--- src/rtl/lol_pkg.sv ---
// Shared letter codes, symbol constants, FSM state type and body helpers for the L/O/Y writer.
// Used by lol_req_fifo and lol_writer; the LOL_WRITER_FIFO_EN macro is consumed by those files.
package lol_pkg;

  localparam logic [1:0] LOL_L       = 2'b00;
  localparam logic [1:0] LOL_O       = 2'b01;
  localparam logic [1:0] LOL_Y       = 2'b10;
  localparam logic [1:0] LOL_INVALID = 2'b11;

  localparam logic [2:0] SYM_SEP = 3'b000;
  localparam logic [2:0] SYM_L1  = 3'b111;
  localparam logic [2:0] SYM_L2  = 3'b001;
  localparam logic [2:0] SYM_O1  = 3'b111;
  localparam logic [2:0] SYM_O2  = 3'b101;
  localparam logic [2:0] SYM_O3  = 3'b111;
  localparam logic [2:0] SYM_Y1  = 3'b100;
  localparam logic [2:0] SYM_Y2  = 3'b011;
  localparam logic [2:0] SYM_Y3  = 3'b100;

  typedef enum logic [2:0] {
    ST_IDLE,
    ST_S1,
    ST_S2,
    ST_S3,
    ST_TERM
  } lol_state_t;

  function automatic logic [1:0] body_len(input logic [1:0] letter);
    return (letter == LOL_L) ? 2'd2 : 2'd3;
  endfunction

  // Symbol shown on the bits output while in a given state; IDLE and TERM are separators.
  function automatic logic [2:0] body_symbol(input lol_state_t st, input logic [1:0] letter);
    logic [2:0] sym;
    sym = SYM_SEP;
    case (letter)
      LOL_L: begin
        case (st)
          ST_S1:   sym = SYM_L1;
          ST_S2:   sym = SYM_L2;
          default: sym = SYM_SEP;
        endcase
      end
      LOL_O: begin
        case (st)
          ST_S1:   sym = SYM_O1;
          ST_S2:   sym = SYM_O2;
          ST_S3:   sym = SYM_O3;
          default: sym = SYM_SEP;
        endcase
      end
      LOL_Y: begin
        case (st)
          ST_S1:   sym = SYM_Y1;
          ST_S2:   sym = SYM_Y2;
          ST_S3:   sym = SYM_Y3;
          default: sym = SYM_SEP;
        endcase
      end
      default: sym = SYM_SEP;
    endcase
    return sym;
  endfunction

endpackage

--- src/rtl/lol_req_fifo.sv ---
// Request queue for lol_writer: a FIFO_DEPTH-entry circular buffer when LOL_WRITER_FIFO_EN is
// defined, otherwise a single holding register.
module lol_req_fifo
  import lol_pkg::*;
#(
  parameter int FIFO_DEPTH = 4
) (
  input  logic       clk,
  input  logic       reset_n,
  input  logic       push,
  input  logic [1:0] push_data,
  input  logic       pop,
  output logic [1:0] pop_data,
  output logic       full,
  output logic       empty
);

`ifdef LOL_WRITER_FIFO_EN
  localparam int PTR_W = $clog2(FIFO_DEPTH);

  logic [1:0]       mem [FIFO_DEPTH];
  logic [PTR_W-1:0] wr_ptr;
  logic [PTR_W-1:0] rd_ptr;
  logic [PTR_W:0]   count;
  logic             push_en;
  logic             pop_en;

  assign push_en  = push & ~full;
  assign pop_en   = pop & ~empty;
  assign full     = (count == (PTR_W + 1)'(FIFO_DEPTH));
  assign empty    = (count == '0);
  assign pop_data = mem[rd_ptr];

  // Power-of-two depth lets the pointers wrap by plain overflow.
  always_ff @(posedge clk or negedge reset_n) begin
    if (!reset_n) begin
      wr_ptr <= '0;
      rd_ptr <= '0;
      count  <= '0;
    end else begin
      if (push_en) wr_ptr <= wr_ptr + 1'b1;
      if (pop_en)  rd_ptr <= rd_ptr + 1'b1;
      case ({push_en, pop_en})
        2'b10:   count <= count + 1'b1;
        2'b01:   count <= count - 1'b1;
        default: count <= count;
      endcase
    end
  end

  always_ff @(posedge clk) begin
    if (push_en) mem[wr_ptr] <= push_data;
  end
`else
  logic [1:0]                  hold;
  logic                        hold_valid;
  logic [$clog2(FIFO_DEPTH):0] unused_depth;

  assign unused_depth = '0;
  assign full         = hold_valid;
  assign empty        = ~hold_valid;
  assign pop_data     = hold;

  // A push in the same cycle as a pop refills the register, so it stays valid.
  always_ff @(posedge clk or negedge reset_n) begin
    if (!reset_n) begin
      hold       <= LOL_L;
      hold_valid <= 1'b0;
    end else if (push) begin
      hold       <= push_data;
      hold_valid <= 1'b1;
    end else if (pop) begin
      hold_valid <= 1'b0;
    end
  end
`endif

endmodule

--- src/rtl/lol_writer.sv ---
// L/O/Y symbol-stream transmitter: queues letter requests and serialises each as its body plus
// a 000 terminator. Queue style selected by LOL_WRITER_FIFO_EN (see lol_req_fifo).
module lol_writer
  import lol_pkg::*;
#(
  parameter int FIFO_DEPTH = 4
) (
  input  logic       clk,
  input  logic       reset_n,
  input  logic       req_valid,
  input  logic [1:0] req_letter,
  output logic       req_ready,
  output logic [2:0] bits,
  output logic       busy,
  output logic       done,
  output logic       err
);

  lol_state_t state;
  lol_state_t next_state;
  logic [1:0] cur_letter;
  logic [1:0] next_letter;
  logic [2:0] next_bits;
  logic       next_err;
  logic       push;
  logic       pop;
  logic [1:0] q_data;
  logic       q_full;
  logic       q_empty;

  lol_req_fifo #(
    .FIFO_DEPTH(FIFO_DEPTH)
  ) u_req_fifo (
    .clk      (clk),
    .reset_n  (reset_n),
    .push     (push),
    .push_data(req_letter),
    .pop      (pop),
    .pop_data (q_data),
    .full     (q_full),
    .empty    (q_empty)
  );

`ifdef LOL_WRITER_FIFO_EN
  assign req_ready = ~q_full;
`else
  assign req_ready = ~q_full | pop;
`endif

  assign push = req_valid & req_ready;
  assign done = (state == ST_TERM);
  assign busy = (state != ST_IDLE) | ~q_empty;

  // Separator states consume the next request; invalid codes are dropped with an err pulse.
  always_comb begin
    next_state  = state;
    next_letter = cur_letter;
    next_err    = 1'b0;
    pop         = 1'b0;
    case (state)
      ST_IDLE, ST_TERM: begin
        next_state = ST_IDLE;
        if (!q_empty) begin
          pop = 1'b1;
          if (q_data == LOL_INVALID) begin
            next_err = 1'b1;
          end else begin
            next_state  = ST_S1;
            next_letter = q_data;
          end
        end
      end
      ST_S1:   next_state = ST_S2;
      ST_S2:   next_state = (body_len(cur_letter) == 2'd2) ? ST_TERM : ST_S3;
      ST_S3:   next_state = ST_TERM;
      default: next_state = ST_IDLE;
    endcase
    next_bits = body_symbol(next_state, next_letter);
  end

  always_ff @(posedge clk or negedge reset_n) begin
    if (!reset_n) begin
      state      <= ST_IDLE;
      cur_letter <= LOL_L;
      bits       <= SYM_SEP;
      err        <= 1'b0;
    end else begin
      state      <= next_state;
      cur_letter <= next_letter;
      bits       <= next_bits;
      err        <= next_err;
    end
  end

endmodule

--- config.mk ---
export PLATFORM = sky130hd
export DESIGN_NAME = lol_writer
export DESIGN_NICKNAME = d
export VERILOG_FILES = /design/src/rtl/lol_pkg.sv /design/src/rtl/lol_req_fifo.sv /design/src/rtl/lol_writer.sv
export SDC_FILE = /design/constraint.sdc
export NUM_CORES = 1
export LEC_CHECK = 0
export ABC_AREA = 1
export CORE_AREA = 8 8 45 47
export DETAILED_ROUTE_END_ITERATION = 6
export DIE_AREA = 0 0 53 55
export DONT_BUFFER_PORTS = 1
export SYNTH_ARGS = -nofsm -noshare
export SYNTH_HDL_FRONTEND = slang
export SYNTH_SLANG_ARGS = --single-unit
--- constraint.sdc ---
create_clock -name clk -period 3.9 [get_ports clk]
set_clock_uncertainty 0.15 [all_clocks]
set_input_delay 0.78 -clock clk [delete_from_list [all_inputs] [get_ports clk]]
set_output_delay 0.78 -clock clk [all_outputs]
set_load 0.01 [all_outputs]
==> metrics.cfg <==
[status]
status=completed

[yosys]
synth.avg_cell_area_um2=8.78
synth_top_area_share_pct=55.2
synth_top_cell_by_area=dfrtp_1
netlist_top_cells_area=dfrtp_1, nand3_1, nand2_1
synth_cell_types=12
synth_seq_area_share_pct=55.2
synth_cells=62
synth_nets=67
syn-cell-area_um2=544
yosys_register_bits=12
ys.warnings.count=0

[clocking]
clockBufferDepth=2
cts_tree=done
clkSlewWorstSetupHoldPaths_ps=80
cts_num_sinks=12
root_buffer=clkbuf_4
cts_resized=0
insertion_delay_ps=270
hold_buffers=0
cts_max_level=1
cts_inserted_buffers=3
postCtsSetupBuffers=0

[finish]
stdcell_count=82
syn_to_final_growth_pct=10.3
nets=72
final_util_pct=43.4
mostFrequentLayoutCells=nand2_1, dfrtp_1, nand3_1
drive_gt1_share_pct=19.7
antenna_cells=0

[timing]
period_share_pct=53.5
max_freq_mhz=479
relSlewSlack_pct=84.3
fin_crit_ps=2090
finalMaxSlewViolations=0
worstMarginPinSlew_ps=234
hold_violations=0
final-setup-viol-count=0
finalSetupTns_ps=0
rsz0062_at_grt=no

[floorplanning]
ioPinCount=12
start_util_pct=39.3
die_w_um=53
core_um2=1380
chipHeight_um=55
rows=14
die_area_um2=2920

[placed_design]
place_hpwl_um=804
port_buffers=0
dp.cells=78
gp_congestion=0.790

[global_routing]
grt_pass1_wl_um=1880
track_usage_pct=9.06
grt_max_degree=13
grt_pass1_vias=446
antenna_found_initial=0
gr-total-overflow=0

[pwr]
vdd_drop_max_uv=282
p_leak_nw=0.328
fin_total_pwr_uw=565
power.density_nw_per_um2=941

[routing]
firstDrtPassIters=4
vias_per_cell=5.02
ant_nets=0
wl_um=1050
drcViolationCount=0
num_vias=412
dr.first_iter.drc_count=4
wire_per_inst_um=12.9

[hold_path]
hold_class=primary input to async pin

[setup_path]
path_max_fanout=5
crit_arrival_ps=1160
cp-end-kind=output pin
critPathLaunchType=register
critPathKind=register to output pin
crit_required_ps=2970

[job]
max_cap_viol_count=0

==> critical path: stages (launching register included) <==
cell and delay [ps]:
dfrtp_1 420, nor2_4 180, inv_1 80, nor2_1 200
==> cell type report <==
type / count / area [um^2]
Inverter: 10 / 37.5
Tap cell: 16 / 20.0
Fill cell: 143 / 783
Sequential cell: 12 / 300
Clock buffer: 4 / 36.3
Multi-Input combinational cell: 40 / 206
==> final timing paths <==
kind	startpoint	depth (start not counted)	slack [ps]	to
max	state[0]	3	1810	done
min	reset_n	0	40	err
max reg2reg	state[0]	6	2480	u_req_fifo.pop_data[1]
min reg2reg	state[2]	1	320	state[2]
max in group asynchronous	reset_n	0	3490	bits[0]
min in group clk	state[2]	1	320	state[2]
==> where the power goes <==
group	switching (mW)	internal, mW	leakage [nW]
clock network	0.0431	0.0568	0.0210
logic	0.166	0.0758	0.158
registers	0.0438	0.180	0.149
==> sequential cells by signal, summed over array words and instances, names as in the netlist <==
register             count
err                      1
state                    3
cur_letter               2
bits                     3
u_req_fifo.pop_data      2
u_req_fifo.full          1
==> Yosys cell counts <==
cell,n
nand2_1,12
dfrtp_1,12
nand3b_1,1
a21oi_1,2
nand3_2,4
nor2_1,8
inv_1,8
nand2_2,2
nor2_4,1
inv_2,2
nor3_1,1
nand3_1,9
==> per-layer routing <==
metal	wire, um	share of wire (%)	GRT usage [%]
met4	52	4.9	10.3
met5	0	0	0
met2	546	52	14.8
met1	415	39	9.08
met3	40	3.8	1.60
==> cells by family after synthesis <==
| kind of cell | share of synthesized area [%] |
|---|---|
| compound gates | 1.84 |
| buf+inv | 6.90 |
| simple gates | 36.1 |
| flops | 55.2 |
==> per-stage QoR <==
stage	cell area (um^2)	setup WS [ps]	hold slack, ps
6_report	601	1810	39.8
5_1_grt	601	1740	30.0
4_1_cts	601	1810	31.8
3_5_place_dp	564	2110	312
3_3_place_gp	564	2140	306
2_1_floorplan	544	2180	284
Note: power is estimated with default switching activity, not from simulation.
